--- config.mk ---
export PLATFORM = sky130hd
export DESIGN_NAME = serial_word_tx
export DESIGN_NICKNAME = d
export VERILOG_FILES = /design/src/rtl/serial_word_tx_pkg.sv /design/src/rtl/serial_word_tx_bit_timer.sv /design/src/rtl/serial_word_tx.sv
export SDC_FILE = /design/constraint.sdc
export NUM_CORES = 1
export LEC_CHECK = 0
export BUFFER_PORTS_ARGS = -buffer_cell sky130_fd_sc_hd__buf_2
export CAP_MARGIN = 0
export CORE_MARGIN = 2
export CORE_UTILIZATION = 59
export CTS_CLUSTER_SIZE = 16
export DETAILED_ROUTE_END_ITERATION = 10
export HOLD_SLACK_MARGIN = 0.05
export PLACE_DENSITY = 0.93
export SYNTH_ARGS = -nofsm -noshare
export SYNTH_HDL_FRONTEND = slang
export SYNTH_SLANG_ARGS = --single-unit
--- constraint.sdc ---
create_clock -name clk -period 2.4 [get_ports clk]
set_input_delay 0.36 -clock clk [delete_from_list [all_inputs] [get_ports clk]]
set_output_delay 0.36 -clock clk [all_outputs]
set_load 0.05 [all_outputs]
--- src/rtl/serial_word_tx_pkg.sv ---
// ============================================================================
// serial_word_tx_pkg
// Line-level constants and FSM state encoding shared by the serial transmitter
// and its matching receiver.
// Revision: 1.0
// ============================================================================
`default_nettype none

package serial_word_tx_pkg;

    typedef enum logic [1:0] {
        IDLE  = 2'd0,
        START = 2'd1,
        DATA  = 2'd2,
        STOP  = 2'd3
    } state_e;

    localparam logic TX_IDLE_LEVEL  = 1'b1;
    localparam logic TX_START_LEVEL = 1'b0;

endpackage

`default_nettype wire

--- src/rtl/serial_word_tx_bit_timer.sv ---
// ============================================================================
// bit_timer
// Per-bit cycle counter: counts 0..CLKS_PER_BIT-1 and flags the terminal cycle.
// Revision: 1.0
// ============================================================================
`default_nettype none

module bit_timer #(
    parameter int CLKS_PER_BIT = 4
) (
    input  logic clk,
    input  logic reset,
    input  logic clear,
    output logic tick,
    output logic tick_next
);

    localparam int CW = $clog2(CLKS_PER_BIT + 1);
    localparam logic [CW-1:0] c_LAST = CW'(CLKS_PER_BIT - 1);

    logic [CW-1:0] cnt_q;

    always_ff @(posedge clk) begin
        if (reset || clear) begin
            cnt_q <= '0;
        end else if (tick) begin
            cnt_q <= '0;
        end else begin
            cnt_q <= cnt_q + 1'b1;
        end
    end

    assign tick = (cnt_q == c_LAST);

    // tick_next lets the owner register a flag that lines up with the terminal cycle.
    generate
        if (CLKS_PER_BIT == 1) begin : g_single
            assign tick_next = 1'b1;
        end else begin : g_multi
            localparam logic [CW-1:0] c_PRE = CW'(CLKS_PER_BIT - 2);
            assign tick_next = (cnt_q == c_PRE);
        end
    endgenerate

endmodule

`default_nettype wire

--- src/rtl/serial_word_tx.sv ---
// ============================================================================
// serial_word_tx
// Valid/ready parallel-in, LSB-first serial-out transmitter with start/stop framing.
// Revision: 1.0
// ============================================================================
`default_nettype none

module serial_word_tx
    import serial_word_tx_pkg::*;
#(
    parameter int DATA_W       = 8,
    parameter int CLKS_PER_BIT = 4
) (
    input  logic              clk,
    input  logic              reset,
    input  logic [DATA_W-1:0] in,
    input  logic              in_valid,
    output logic              in_ready,
    output logic              tx,
    output logic              busy,
    output logic              done
);

    localparam int BW = $clog2(DATA_W + 1);
    localparam logic [BW-1:0] c_LAST_BIT = BW'(DATA_W - 1);

    state_e            state_q;
    logic [DATA_W-1:0] shreg_q;
    logic [BW-1:0]     bit_cnt_q;
    logic              tx_q;
    logic              busy_q;
    logic              done_q;

    logic              w_tick;
    logic              w_tick_next;
    logic [DATA_W-1:0] w_shifted;

    // Timer is held at zero while idle, so every frame starts on a fresh bit period.
    bit_timer #(
        .CLKS_PER_BIT (CLKS_PER_BIT)
    ) u_bit_timer (
        .clk       (clk),
        .reset     (reset),
        .clear     (state_q == IDLE),
        .tick      (w_tick),
        .tick_next (w_tick_next)
    );

    assign w_shifted = shreg_q >> 1;

    always_ff @(posedge clk) begin
        if (reset) begin
            state_q   <= IDLE;
            shreg_q   <= '0;
            bit_cnt_q <= '0;
            tx_q      <= TX_IDLE_LEVEL;
            busy_q    <= 1'b0;
            done_q    <= 1'b0;
        end else begin
            case (state_q)
                IDLE: begin
                    done_q <= 1'b0;
                    if (in_valid) begin
                        shreg_q   <= in;
                        bit_cnt_q <= '0;
                        tx_q      <= TX_START_LEVEL;
                        busy_q    <= 1'b1;
                        state_q   <= START;
                    end
                end
                START: begin
                    if (w_tick) begin
                        tx_q    <= shreg_q[0];
                        state_q <= DATA;
                    end
                end
                DATA: begin
                    if (w_tick) begin
                        shreg_q <= w_shifted;
                        if (bit_cnt_q == c_LAST_BIT) begin
                            bit_cnt_q <= '0;
                            tx_q      <= TX_IDLE_LEVEL;
                            done_q    <= (CLKS_PER_BIT == 1);
                            state_q   <= STOP;
                        end else begin
                            bit_cnt_q <= bit_cnt_q + 1'b1;
                            tx_q      <= w_shifted[0];
                        end
                    end
                end
                STOP: begin
                    if (w_tick) begin
                        busy_q  <= 1'b0;
                        done_q  <= 1'b0;
                        state_q <= IDLE;
                    end else begin
                        done_q <= w_tick_next;
                    end
                end
                default: state_q <= IDLE;
            endcase
        end
    end

    assign in_ready = (state_q == IDLE);
    assign tx       = tx_q;
    assign busy     = busy_q;
    assign done     = done_q;

endmodule

`default_nettype wire
==> summary.md, run 1 <==
| Metric | Value |
|---|---|
| XOR/XNOR Fraction of Synth Area | 0% |
| Syn_nets | 136 |
| Commonest cells after routing, fill and taps aside | 20 x dfxtp_1, 14 x buf_2, 12 x a21oi_1 |
| Num CTS Buffers | 3 |
| First-pass GRT wire length | 3880 um |
| Combinational family with the most area after synthesis | compound AO/OA/AOI/OAI gates |
| Reg2Reg Depth | 5 |
| Power Density | roughly 1200 mW/mm^2 |
| DR vias/cell | 6.24 |
| Leakage | 0.453 nW |
| Hold depth | 3 |
| Initial drt markers | 25 |
| Worst-margin pin slew | 0.504 ns |
| Simple-gate share of the synthesized area | between 15 and 20% |
| First-pass DRT Iterations | 4 |
| Max_cap viols | 0 |
| Largest area contributor in the netlist | dfxtp_1 |
| Synth area leaders | dfxtp_1 37%, ha_1 10%, mux2i_1 8.3% |
| Die Ht | between 40 and 50 um |
| Mux share of post-synthesis cell area | 9.34% |
| Leading cell type in the layout, fill and taps excluded | dfxtp_1 |
| Longest Clk Path Bufs | 2 |
| Peak fanout along the critical path | 12 |
| Drt drc | 0 |
| CTS tree | built |
| Post-DP HPWL | about 1700 um |
| Rows | 15 |
| Synthesized instance count | roughly 120 |
| Compound-Gate Fraction of Synth Area | 21.3% |
| Clock slew at reported path FFs | 0.11 ns |
| Finished Cell Area | 0.00119 mm^2 |
| Root buffer cell | clkbuf_4 |
| Power after layout | around 1.5 mW |
| RSZ-0062 raised after global routing | false |
| HP Class | primary input to flop |
| CP Data Required Time | around 2.6 ns |
| Top-area cell type share of the netlist area | 36.9% |
| Status | finished, final reports clean |
| Ys flop type | dfxtp_1 |
| Hold Slack | approximately 0.36 ns |
| Slew margin rel. | roughly 65% |
| CTS H-tree depth | 1 |
| Core Footprint | 0.00173 mm^2 |
| Pre-CTS setup slack | around 0.40 ns |
| Die Span X | ~47 um |
| Number of synthesized flops with an enable pin | 0 |
| Final setup viols | 0 |
| Arr. time, crit path | 2.31 ns |
| Largest net degree at the start of global routing | 21 |
| Clock Skews | 0.00236 ns |
| Post-synthesis sequential area ratio | 36.9% |
| Worst VDD drop | 0.733 mV |
| Distinct cells, synth | 38 |
| Io pins | 15 |
| Setup TNS Final | 0 ns |
| Area share of fa/ha/maj cells after synthesis | 10.4% |
| Total gr overflow | 0 |
| CTS sink count | 20 |
| Synth Warn # | 0 |
| Nets | 149 |
| Via Count | around 950 |
| Placer Congestion | 0.802 |
| Vias in the first global route | 936 |
| Fraction of layout instances using a drive strength above 1 | 19.5% |
| Starting Density | 62.8% |
| Total die area | 0.00220 mm^2 |
| Area delta synth->final | 9.69% |
| Antenna viol nets, final | 0 |
| WL final | 2390 um |
| GR Util All Layers | 25.0% |
| Worst setup SP type | flop |
| Final hold viol count | 0 |
| # port buffers | 14 |
| Fin crit share | 87.4% |
| Post-DP Area | ~0.0012 mm^2 |
| Asr flop ratio synth | 0% |
| Worst Setup End Kind | flop |
| Post-layout util | 68.9% |
| Final Max Tran Viols | 0 |
| DR WL/cell | roughly 16 um |
| Fin worst setup slack | 0.301 ns |
| Synthesized area | about 0.0011 mm^2 |
| Worst setup path class | flop to flop |
| Clock latency on the worst-skew pair | 0.30 ns |
| Number of diodes | 0 |
| Synth Register Bits | 20 |
| Cell total after placement | 149 |
| Final Instance Count excl. Fillers | roughly 150 |
| CTS Hold Buffers Added | 0 |
| Initial antenna violation count | 0 |
| CTS resizes | 0 |
| Achievable frequency | 477 MHz |
| Post-CTS setup buffer count | 0 |
| Synthesized area per cell | 9.35 um^2 |
| Final min period | 2.10 ns |
## area by class of cell
type	count	area [um^2]
Multi-Input combinational cell	83	622
Fill cell	135	537
Sequential cell	20	400
Timing Repair Buffer	15	77.6
Clock buffer	4	36.3
Tap cell	25	31.3
Inverter	6	22.5
## per-layer routing
layer	up-vias	global-route usage [%]	wire, um
met5	-	0	0
met3	9	6.54	129
met2	40	39.7	1180
met1	451	30.1	1030
met4	0	15.0	53
li1	454	-	-
## flip-flops by register name (all words and copies together), names as in the netlist
signal,count
shreg_q,8
bit_cnt_q,4
u_bit_timer.cnt_q,3
state_q,2
busy,1
done,1
tx,1
## where the power goes
group | internal (mW) | leakage [nW] | switching [mW]
logic | 0.300 | 0.267 | 0.492
registers | 0.419 | 0.164 | 0.0628
clock network | 0.0925 | 0.0210 | 0.103
total | 0.812 | 0.453 | 0.657
## worst max-delay path, stage by stage, from the launching register on
cell and delay [ns]:
dfxtp_1 0.36, inv_1 0.11, ha_1 0.50, mux2i_1 0.53
nor2_1 0.24, a211oi_1 0.28
## Yosys cell counts, types with 2 or more instances
library cell,instances
a211oi_1,8
a21oi_1,12
buf_2,2
clkbuf_1,3
dfxtp_1,20
ha_1,9
inv_1,6
mux2i_1,9
nand2_1,4
nand2b_1,3
nand4_1,4
nor2_1,6
nor2b_1,2
o21ai_0,4
## kinds of logic (layout without fill, tap and decap cells)
| group | count (synthesis) | in the layout |
|---|---|---|
| adders and majority gates | 9 | 9 |
| AOI/OAI and AO/OA | 34 | 34 |
| DFF | 20 | 20 |
| buffers and inverters | 13 | 25 |
| muxes | 10 | 10 |
| and+or+nand+nor | 30 | 30 |
## worst paths after layout
kind	from	end	slack [ns]
worst max-delay path	state_q[0]$_SDFFE_PP0P_	shreg_q[0]$_SDFFE_PP0P_	0.30
worst min-delay path	in[7]	shreg_q[7]$_SDFFE_PP0P_	0.36
worst max register to register	state_q[0]$_SDFFE_PP0P_	shreg_q[0]$_SDFFE_PP0P_	0.30
worst min register to register	u_bit_timer.cnt_q[0]$_SDFF_PP0_	u_bit_timer.cnt_q[0]$_SDFF_PP0_	0.48
No activity file was read; power rests on OpenSTA's default activity.
==> run 2: changes to the inputs <==
- CORE_UTILIZATION: 59 -> 63
- CTS_BUF_LIST: not set -> sky130_fd_sc_hd__clkbuf_8
- PLACE_DENSITY: 0.93 -> 0.95
==> summary.md, run 2 (synthesis gave the netlist of run 1 again) <==
| Metric | Value |
|---|---|
| Io pins | 15 |
| Final Instance Count excl. Fillers | 144 |
| CTS resizes | 0 |
| Status | finished, final reports clean |
| Core Footprint | 0.00156 mm^2 |
| Reg power frac | 29.7% |
| Clock latency on the worst-skew pair | 0.26 ns |
| Die Span X | 45.5 um |
| Achievable frequency | approximately 480 MHz |
| Setup TNS Final | 0 ns |
| Total gr overflow | 0 |
| First-pass GRT wire length | 3910 um |
| Arr. time, crit path | ~2.2 ns |
| Longest Clk Path Bufs | 2 |
| DR vias/cell | 6.55 |
| Vias in the first global route | around 870 |
| Slew margin rel. | between 60% and 70% |
| Worst setup path class | flop to flop |
| Clock Skews | 0.00308 ns |
| Cell Chain, Critical Path | inv_1 -> ha_1 -> mux2i_1 -> nor2_1 -> a211oi_1 |
| CTS H-tree depth | 1 |
| Clock slew at reported path FFs | 0.08 ns |
| Largest net degree at the start of global routing | 21 |
| Placer Congestion | 0.849 |
| Die Ht | roughly 45 um |
| WL final | around 2400 um |
| Leakage | roughly 0.47 nW |
| Hold Path End | shreg_q[7]$_SDFFE_PP0P_ |
| Switching power | roughly 670 uW |
| Leading cell type in the layout, fill and taps excluded | dfxtp_1 |
| DR WL/cell | 16.6 um |
| R2r setup slk | 0.34 ns |
| Antenna viol nets, final | 0 |
| Peak fanout along the critical path | 13 |
| Power Density | 1330 mW/mm^2 |
| Num CTS Buffers | 3 |
| Starting Density | 69.6% |
| Cell total after placement | 140 |
| Kind of cell adding the most delay to the critical path | multiplexers |
| Fin crit share | 86.0% |
| Internal power | roughly 940 uW |
| CTS sink count | 20 |
| Reg2Reg Depth | 5 |
| Final min period | 2.06 ns |
| CTS Hold Buffers Added | 0 |
| Switch share | between 40% and 50% |
| Hold depth | 3 |
| GR Util All Layers | 26.2% |
| Power after layout | 1.61 mW |
| Final hold viol count | 0 |
| Worst VDD drop | around 1.2 mV |
| Hold_sp | in[7] |
| Reg2reg start | state_q[0]$_SDFFE_PP0P_ |
| First-pass DRT Iterations | 4 |
| Post-CTS setup buffer count | 0 |
| Initial antenna violation count | 0 |
| Total die area | 0.00207 mm^2 |
| RSZ-0062 raised after global routing | false |
| Worst Setup End Kind | flop |
| Worst-margin pin slew | just under 0.5 ns |
| Filler cells | approximately 110 |
| Drt drc | 0 |
| Clock power share | 21.0% |
| Final setup viols | 0 |
| Top Registers | shreg_q: 8 flops, bit_cnt_q: 4 flops, u_bit_timer.cnt_q: 3 flops |
| Area delta synth->final | 11.9% |
| Final Max Tran Viols | 0 |
| Number of diodes | 0 |
| # port buffers | 14 |
| Combinational share of power | between 40% and 50% |
| HP Class | primary input to flop |
| Via Count | ~940 |
| CP Data Required Time | 2.57 ns |
| Critical path buffers and inverters | 1 |
| Fraction of layout instances using a drive strength above 1 | 19.5% |
| CTS tree | built |
| Worst r2r dst | shreg_q[1]$_SDFFE_PP0P_ |
| Nets | 149 |
| Max reg flops | 8 |
| Root buffer cell | clkbuf_8 |
| Worst setup SP type | flop |
| Max_cap viols | 0 |
| Rows | 14 |
| Initial drt markers | 21 |
| Slowest CP cell | mux2i_1 |
| Post-DP HPWL | 1630 um |
| Commonest cells after routing, fill and taps aside | 20 x dfxtp_1, 14 x buf_2, 12 x a21oi_1 |
| Reg with most FFs | shreg_q |
| CP peak stage delay | 0.52 ns |
-- run 2: changes by cell type in the layout (fill, tap and decap cells not counted) --
cell,change
clkbuf_8,+2
clkbuf_4,-3
bufinv_16,+1
-- run 2: routing by layer --
| metal | vias to the layer above | track usage [%] | part of all wire, % |
|---|---|---|---|
| li1 | 451 | - | - |
| met1 | 454 | 33.6 | 44 |
| met2 | 32 | 43.9 | 50 |
| met3 | 6 | 3.57 | 5.1 |
| met4 | 0 | 10.6 | 1.8 |
| met5 | - | 0 | 0 |
-- run 2: worst max-delay path by stage --
stage / from / endpoint / slack [ns] / depth (start not counted)
after floorplan: state_q[0]$_SDFFE_PP0P_ / tx$_SDFFE_PP1P_ / 0.50 / 6
after global placement: state_q[0]$_SDFFE_PP0P_ / tx$_SDFFE_PP1P_ / 0.56 / 5
after detailed placement: state_q[0]$_SDFFE_PP0P_ / shreg_q[1]$_SDFFE_PP0P_ / 0.40 / 5
after CTS: state_q[0]$_SDFFE_PP0P_ / shreg_q[2]$_SDFFE_PP0P_ / 0.38 / 5
after global routing: state_q[0]$_SDFFE_PP0P_ / shreg_q[1]$_SDFFE_PP0P_ / 0.17 / 5
final: state_q[0]$_SDFFE_PP0P_ / shreg_q[1]$_SDFFE_PP0P_ / 0.34 / 5
-- run 2: power groups by stage --
stage	logic, mW	registers, mW	clock network [mW]
6_report	0.795	0.480	0.339
5_1_grt	0.859	0.490	0.353
4_1_cts	0.789	0.477	0.341
3_5_place_dp	0.767	0.484	0
3_3_place_gp	0.733	0.476	0
2_1_floorplan	0.598	0.516	0
-- run 2: final cells by class --
class                   count  area, um^2  share of cell area [%]
clock inverters             1        30.0                    2.47
well taps                  16        20.0                    1.65
multi-input cells          83         622                    51.2
flip-flops and latches     20         400                    33.0
repair buffers             15        77.6                    6.39
inverters                   6        22.5                    1.86
clock buffers               3        41.3                    3.40
-- run 2: worst reg2reg max path, delay by kind of cell, from the launching register on --
kind,cells,cell delay [ns]
multiplexers,1,0.52
AND/OR/NAND/NOR,1,0.23
buffers and inverters,1,0.13
adder cells (fa/ha/maj),1,0.49
AO/OA/AOI/OAI,1,0.26
flip-flops,1,0.35
-- run 2: stage by stage --
step	instance area [um^2]	hold slack [ns]	utilization [%]	setup slack (ns)
floorplan	1080	0.417	-	0.497
global placement	1140	0.433	73.3	0.562
detailed placement	1140	0.476	73.3	0.400
CTS	1210	0.389	77.8	0.375
global route	1210	0.395	77.8	0.171
finish	1210	0.392	77.8	0.337
